## config.mk

```make
export PLATFORM = sky130hd
export DESIGN_NAME = jk_excitation_driver
export DESIGN_NICKNAME = d
export VERILOG_FILES = /design/src/rtl/jk_excitation_driver.sv
export SDC_FILE = /design/constraint.sdc
export NUM_CORES = 1
export LEC_CHECK = 0
export CORE_MARGIN = 2
export CORE_UTILIZATION = 40
export DETAILED_ROUTE_END_ITERATION = 6
export HOLD_SLACK_MARGIN = 0.02
export PLACE_DENSITY_LB_ADDON = 0.12
export RECOVER_POWER = 25
export SYNTH_ARGS = -nofsm -noshare
export SYNTH_HDL_FRONTEND = slang
export SYNTH_SLANG_ARGS = --single-unit
```

## constraint.sdc

```tcl
create_clock -name clk -period 4.62 [get_ports clk]
set_clock_uncertainty 0.05 [all_clocks]
set_input_delay 0.693 -clock clk [delete_from_list [all_inputs] [get_ports clk]]
set_output_delay 0.693 -clock clk [all_outputs]
set_load 0.01 [all_outputs]
```

## src/rtl/jk_excitation_driver.sv

```systemverilog
// jk_excitation_driver: converts a requested Q value into one-cycle J/K
// excitation for a bank of negative-edge JK flip-flops. After each drive pass
// it compares the flip-flop feedback with the target. A mismatch triggers
// another pass, up to a bounded number of retries.
module jk_excitation_driver #(
   parameter int WIDTH       = 4,
   parameter int TOGGLE_MODE = 0,
   parameter int MAX_RETRY   = 2
) (
   input  logic             clk,
   input  logic             reset_n,
   input  logic             tgt_valid,
   output logic             tgt_ready,
   input  logic [WIDTH-1:0] tgt_data,
   input  logic [WIDTH-1:0] q_fb,
   output logic [WIDTH-1:0] j_out,
   output logic [WIDTH-1:0] k_out,
   output logic             busy,
   output logic             done,
   output logic             err,
   output logic [7:0]       err_count
);

   typedef enum logic [1:0] {
      ST_IDLE  = 2'd0,
      ST_DRIVE = 2'd1,
      ST_CHECK = 2'd2
   } state_t;

   state_t           r_state;
   state_t           w_state_next;
   logic [WIDTH-1:0] r_tgt_q;
   logic [WIDTH-1:0] w_tgt_next;
   logic [WIDTH-1:0] r_j;
   logic [WIDTH-1:0] r_k;
   logic [WIDTH-1:0] w_j_next;
   logic [WIDTH-1:0] w_k_next;
   logic [2:0]       r_retry;
   logic [2:0]       w_retry_next;
   logic             r_done;
   logic             r_err;
   logic             w_done_next;
   logic             w_err_next;
   logic [7:0]       r_err_count;
   logic [7:0]       w_err_count_next;

   // Excitation always moves the flip-flops from the current feedback toward
   // the active target. In IDLE that target is the incoming request. After
   // acceptance it is the latched copy.
   logic [WIDTH-1:0] w_exc_tgt;
   logic [WIDTH-1:0] w_exc_j;
   logic [WIDTH-1:0] w_exc_k;

   assign w_exc_tgt = (r_state == ST_IDLE) ? tgt_data : r_tgt_q;

   genvar gi;
   generate
      for (gi = 0; gi < WIDTH; gi++) begin : g_exc
         if (TOGGLE_MODE != 0) begin : g_toggle
            assign w_exc_j[gi] = q_fb[gi] ^ w_exc_tgt[gi];
            assign w_exc_k[gi] = q_fb[gi] ^ w_exc_tgt[gi];
         end else begin : g_setreset
            assign w_exc_j[gi] = ~q_fb[gi] & w_exc_tgt[gi];
            assign w_exc_k[gi] = q_fb[gi] & ~w_exc_tgt[gi];
         end
      end
   endgenerate

   // Next-state logic. J/K default to zero, so excitation is only ever
   // presented for the single cycle spent in DRIVE.
   always_comb begin
      w_state_next     = r_state;
      w_tgt_next       = r_tgt_q;
      w_retry_next     = r_retry;
      w_j_next         = '0;
      w_k_next         = '0;
      w_done_next      = 1'b0;
      w_err_next       = 1'b0;
      w_err_count_next = r_err_count;
      case (r_state)
         ST_IDLE: begin
            if (tgt_valid) begin
               w_tgt_next   = tgt_data;
               w_retry_next = '0;
               w_j_next     = w_exc_j;
               w_k_next     = w_exc_k;
               w_state_next = ST_DRIVE;
            end
         end
         ST_DRIVE: begin
            w_state_next = ST_CHECK;
         end
         ST_CHECK: begin
            if (q_fb == r_tgt_q) begin
               w_done_next  = 1'b1;
               w_state_next = ST_IDLE;
            end else if (r_retry < 3'(MAX_RETRY)) begin
               w_retry_next = r_retry + 3'd1;
               w_j_next     = w_exc_j;
               w_k_next     = w_exc_k;
               w_state_next = ST_DRIVE;
            end else begin
               w_err_next   = 1'b1;
               if (r_err_count != 8'hFF) begin
                  w_err_count_next = r_err_count + 8'd1;
               end
               w_state_next = ST_IDLE;
            end
         end
         default: begin
            w_state_next = ST_IDLE;
         end
      endcase
   end

   // State register. Reset clears the excitation immediately, so a reset
   // during DRIVE withdraws J/K before the flip-flops' capture edge.
   always_ff @(posedge clk or negedge reset_n) begin
      if (!reset_n) begin
         r_state     <= ST_IDLE;
         r_tgt_q     <= '0;
         r_retry     <= '0;
         r_j         <= '0;
         r_k         <= '0;
         r_done      <= 1'b0;
         r_err       <= 1'b0;
         r_err_count <= '0;
      end else begin
         r_state     <= w_state_next;
         r_tgt_q     <= w_tgt_next;
         r_retry     <= w_retry_next;
         r_j         <= w_j_next;
         r_k         <= w_k_next;
         r_done      <= w_done_next;
         r_err       <= w_err_next;
         r_err_count <= w_err_count_next;
      end
   end

   assign tgt_ready = (r_state == ST_IDLE);
   assign busy      = (r_state == ST_DRIVE) || (r_state == ST_CHECK);
   assign j_out     = r_j;
   assign k_out     = r_k;
   assign done      = r_done;
   assign err       = r_err;
   assign err_count = r_err_count;

endmodule

```

==> insert_results.sql <==
INSERT INTO impl_metrics (metric_group, metric, value, unit) VALUES
('sta', 'setup_violations', '0', ''),
('clock_network', 'cts-resized-gates', '0', ''),
('clock_network', 'tritoncts.num_buffers', '3', ''),
('synthesis', 'synth.yosys.warnings', '0', ''),
('detailed_routing', 'drc_errors', '0', ''),
('power_and_ir_drop', 'switching_power', '326', 'uW'),
('sta', 'final.period_utilization', '61.0', '%'),
('detailed_routing', 'maxUsedRoutingLayer', 'met4', ''),
('floorplan', 'initial_core_util', '43.0', '%'),
('synthesis', 'syn_area_per_cell', '11.9', 'um2'),
('sta', 'worst_pin_slew', '1.42', 'ns'),
('layout', 'fill_cells', '300', ''),
('layout', 'syn_to_final_growth', '28.3', '%'),
('synthesis', 'synth_top_area_share', '50.7', '%'),
('setup_path', 'r2r-end', 'j_out[1]$_DFF_PN0_', ''),
('setup_path', 'critPathMaxFanout', '13', ''),
('floorplan', 'num_rows', '20', ''),
('setup_path', 'critPathArrivalTime', '2.07', 'ns'),
('layout', 'layout.nets', '162', ''),
('layout', 'final_layout_size_suffix_gt1_share', '9.72', '%'),
('floorplan', 'floorplan.die_area', '3810', 'um2'),
('synthesis', 'synth_common_cells', '27 x sky130_fd_sc_hd__dfrtp_1, 10 x sky130_fd_sc_hd__xor2_1, 9 x sky130_fd_sc_hd__nand2_1', ''),
('setup_path', 'cp.required', '3.88', 'ns'),
('placed_design', 'buffer_ports.inserted', '30', ''),
('clock_network', 'hold_buffers_post_cts', '0', ''),
('setup_path', 'timing.critical_path.buf_inv', '2', ''),
('power_and_ir_drop', 'pwr-share-clk', '12.2', '%'),
('clock_network', 'clockRootBuffer', 'sky130_fd_sc_hd__clkbuf_4', ''),
('synthesis', 'ys_top_cells_by_area', 'sky130_fd_sc_hd__dfrtp_1 51%, sky130_fd_sc_hd__xor2_1 6.6%, sky130_fd_sc_hd__ha_1 5.6%, sky130_fd_sc_hd__mux2i_1 4.5%, sky130_fd_sc_hd__o41ai_4 4.1%', ''),
('min_path', 'holdPathEnd', 'err_count[7]$_DFFE_PN0P_', ''),
('synthesis', 'synthCells', '112', ''),
('sta', 'hold_viol', '0', ''),
('global_routing', 'grt_remaining_overflow', '0', ''),
('global_routing', 'track_usage', '14.5', '%'),
('sta', 'maxClockFrequency', '355', 'MHz'),
('floorplan', 'i_o_pin_count', '31', ''),
('detailed_routing', 'route.detailed.vias_per_inst', '4.89', ''),
('power_and_ir_drop', 'irDropWorstVdd', '0.000352', 'V'),
('layout', 'fin_util', '55.2', '%'),
('synthesis', 'ys_flop_type', 'sky130_fd_sc_hd__dfrtp_1', ''),
('power_and_ir_drop', 'p_leak', '0.785', 'nW'),
('setup_path', 'worst-r2r-cell-count', '5', ''),
('global_routing', 'grt_antenna_before_repair', '0', ''),
('clock_network', 'clkSinkCount', '27', ''),
('setup_path', 'cp-start-kind', 'register', ''),
('clock_network', 'clk-insertion-delay-late', '0.32', 'ns'),
('floorplan', 'chipHeight', '61.7', 'um'),
('clock_network', 'setup_buffers_after_cts', '0', ''),
('placed_design', 'place_area', '1690', 'um2'),
('detailed_routing', 'sum_of_routed_wire_length_over_all_layers', '2.38', 'mm'),
('synthesis', 'yosysUniqueCellTypes', '31', ''),
('clock_network', 'clk_path_buf_depth', '2', ''),
('synthesis', 'most_used_standard_cell_by_instance_count_after_synthesis', 'sky130_fd_sc_hd__dfrtp_1', ''),
('detailed_routing', 'routedWlPerCell', '12.7', 'um'),
('power_and_ir_drop', 'combinationalPowerShare', '47.3', '%'),
('setup_path', 'slowest_delay', '0.66', 'ns'),
('outcome', 'outcome', 'complete, no violations', ''),
('setup_path', 'timing.critical_path.from', 'r_state[0]$_DFFE_PN0P_', ''),
('sta', 'unrepaired_setup_endpoints_after_global_routing', 'no', ''),
('power_and_ir_drop', 'power_density', '498', 'nW/um2'),
('synthesis', 'synth-seq-cells', '27', ''),
('sta', 'whs', '0.476', 'ns'),
('clock_network', 'clkSlewWorstSetupHoldPaths', '0.15', 'ns'),
('global_routing', 'first_global_vias', '883', ''),
('clock_network', 'htreeDepth', '1', ''),
('placed_design', 'globalplace.congestion', '0.792', ''),
('detailed_routing', 'first_pass_iters', '2', ''),
('floorplan', 'die_x', '61.7', 'um'),
('clock_network', 'clock_tree_from_tritoncts', 'done', ''),
('detailed_routing', 'drt-met1-wl', '1.13', 'mm'),
('setup_path', 'critical_path.slowest_cell', 'sky130_fd_sc_hd__clkdlybuf4s50_1', '');
cells by family after synthesis:
family | synth area share (%)
flip-flops | 50.7
adder cells (fa/ha/maj) | 5.63
XOR/XNOR | 7.79
buffers and inverters | 1.97
AND/OR/NAND/NOR | 14.7
multiplexers | 9.01
AO/OA/AOI/OAI | 10.2
power groups by stage:
stage	clock, mW	sequential, mW	combinational (mW)
4_1_cts	0.109	0.346	0.409
5_1_grt	0.119	0.354	0.449
3_3_place_gp	0	0.349	0.401
6_report	0.104	0.346	0.403
3_5_place_dp	0	0.351	0.405
2_1_floorplan	0	0.359	0.254
layout make-up:
cell class              instances  area [um2]  share of cell area, %
clock buffers                   3        22.5                   1.32
clock inverters                 1        7.51                  0.439
inverters                       4        15.0                  0.877
multi-input cells              78         632                   36.9
flip-flops and latches         27         676                   39.5
well taps                      44        55.1                   3.22
repair buffers                 31         304                   17.8
worst max path at each step:
stage	end	slack, ns
floorplan	err_count[1]$_DFFE_PN0P_	2.61
global placement	err_count[1]$_DFFE_PN0P_	2.03
detailed placement	err_count[1]$_DFFE_PN0P_	1.99
CTS	tgt_ready	1.78
global route	tgt_ready	1.64
finish	tgt_ready	1.80
state kept, by name, indices dropped and copies added (netlist names):
signal / cells
err_count: 8
j_out: 4
k_out: 4
r_tgt_q: 4
r_retry: 3
r_state: 2
done: 1
err: 1
routing by layer:
metal	global-route usage (%)	up-vias
met4	3.65	0
met3	4.14	2
li1	-	470
met1	17.8	425
met5	0	-
met2	25.3	23
metrics by stage:
step / setup slack (ns) / power, mW / std cells
2_1_floorplan: 2.61 / 0.613 / 112
3_3_place_gp: 2.03 / 0.750 / 184
3_5_place_dp: 1.99 / 0.757 / 184
4_1_cts: 1.78 / 0.864 / 188
5_1_grt: 1.64 / 0.922 / 188
6_report: 1.80 / 0.853 / 188
cells in the final DEF (no fill, tap or decap), drive strengths merged, types with 5 or more instances in the layout:
master | synthesis | layout
mux2i | 6 | 6
mux2 | 5 | 5
xor2 | 11 | 11
ha | 6 | 6
dfrtp | 27 | 27
nor2 | 6 | 6
nor3 | 5 | 5
clkdlybuf4s50 | 0 | 29
nand2 | 9 | 9
Power figures use the tool's default switching activity.
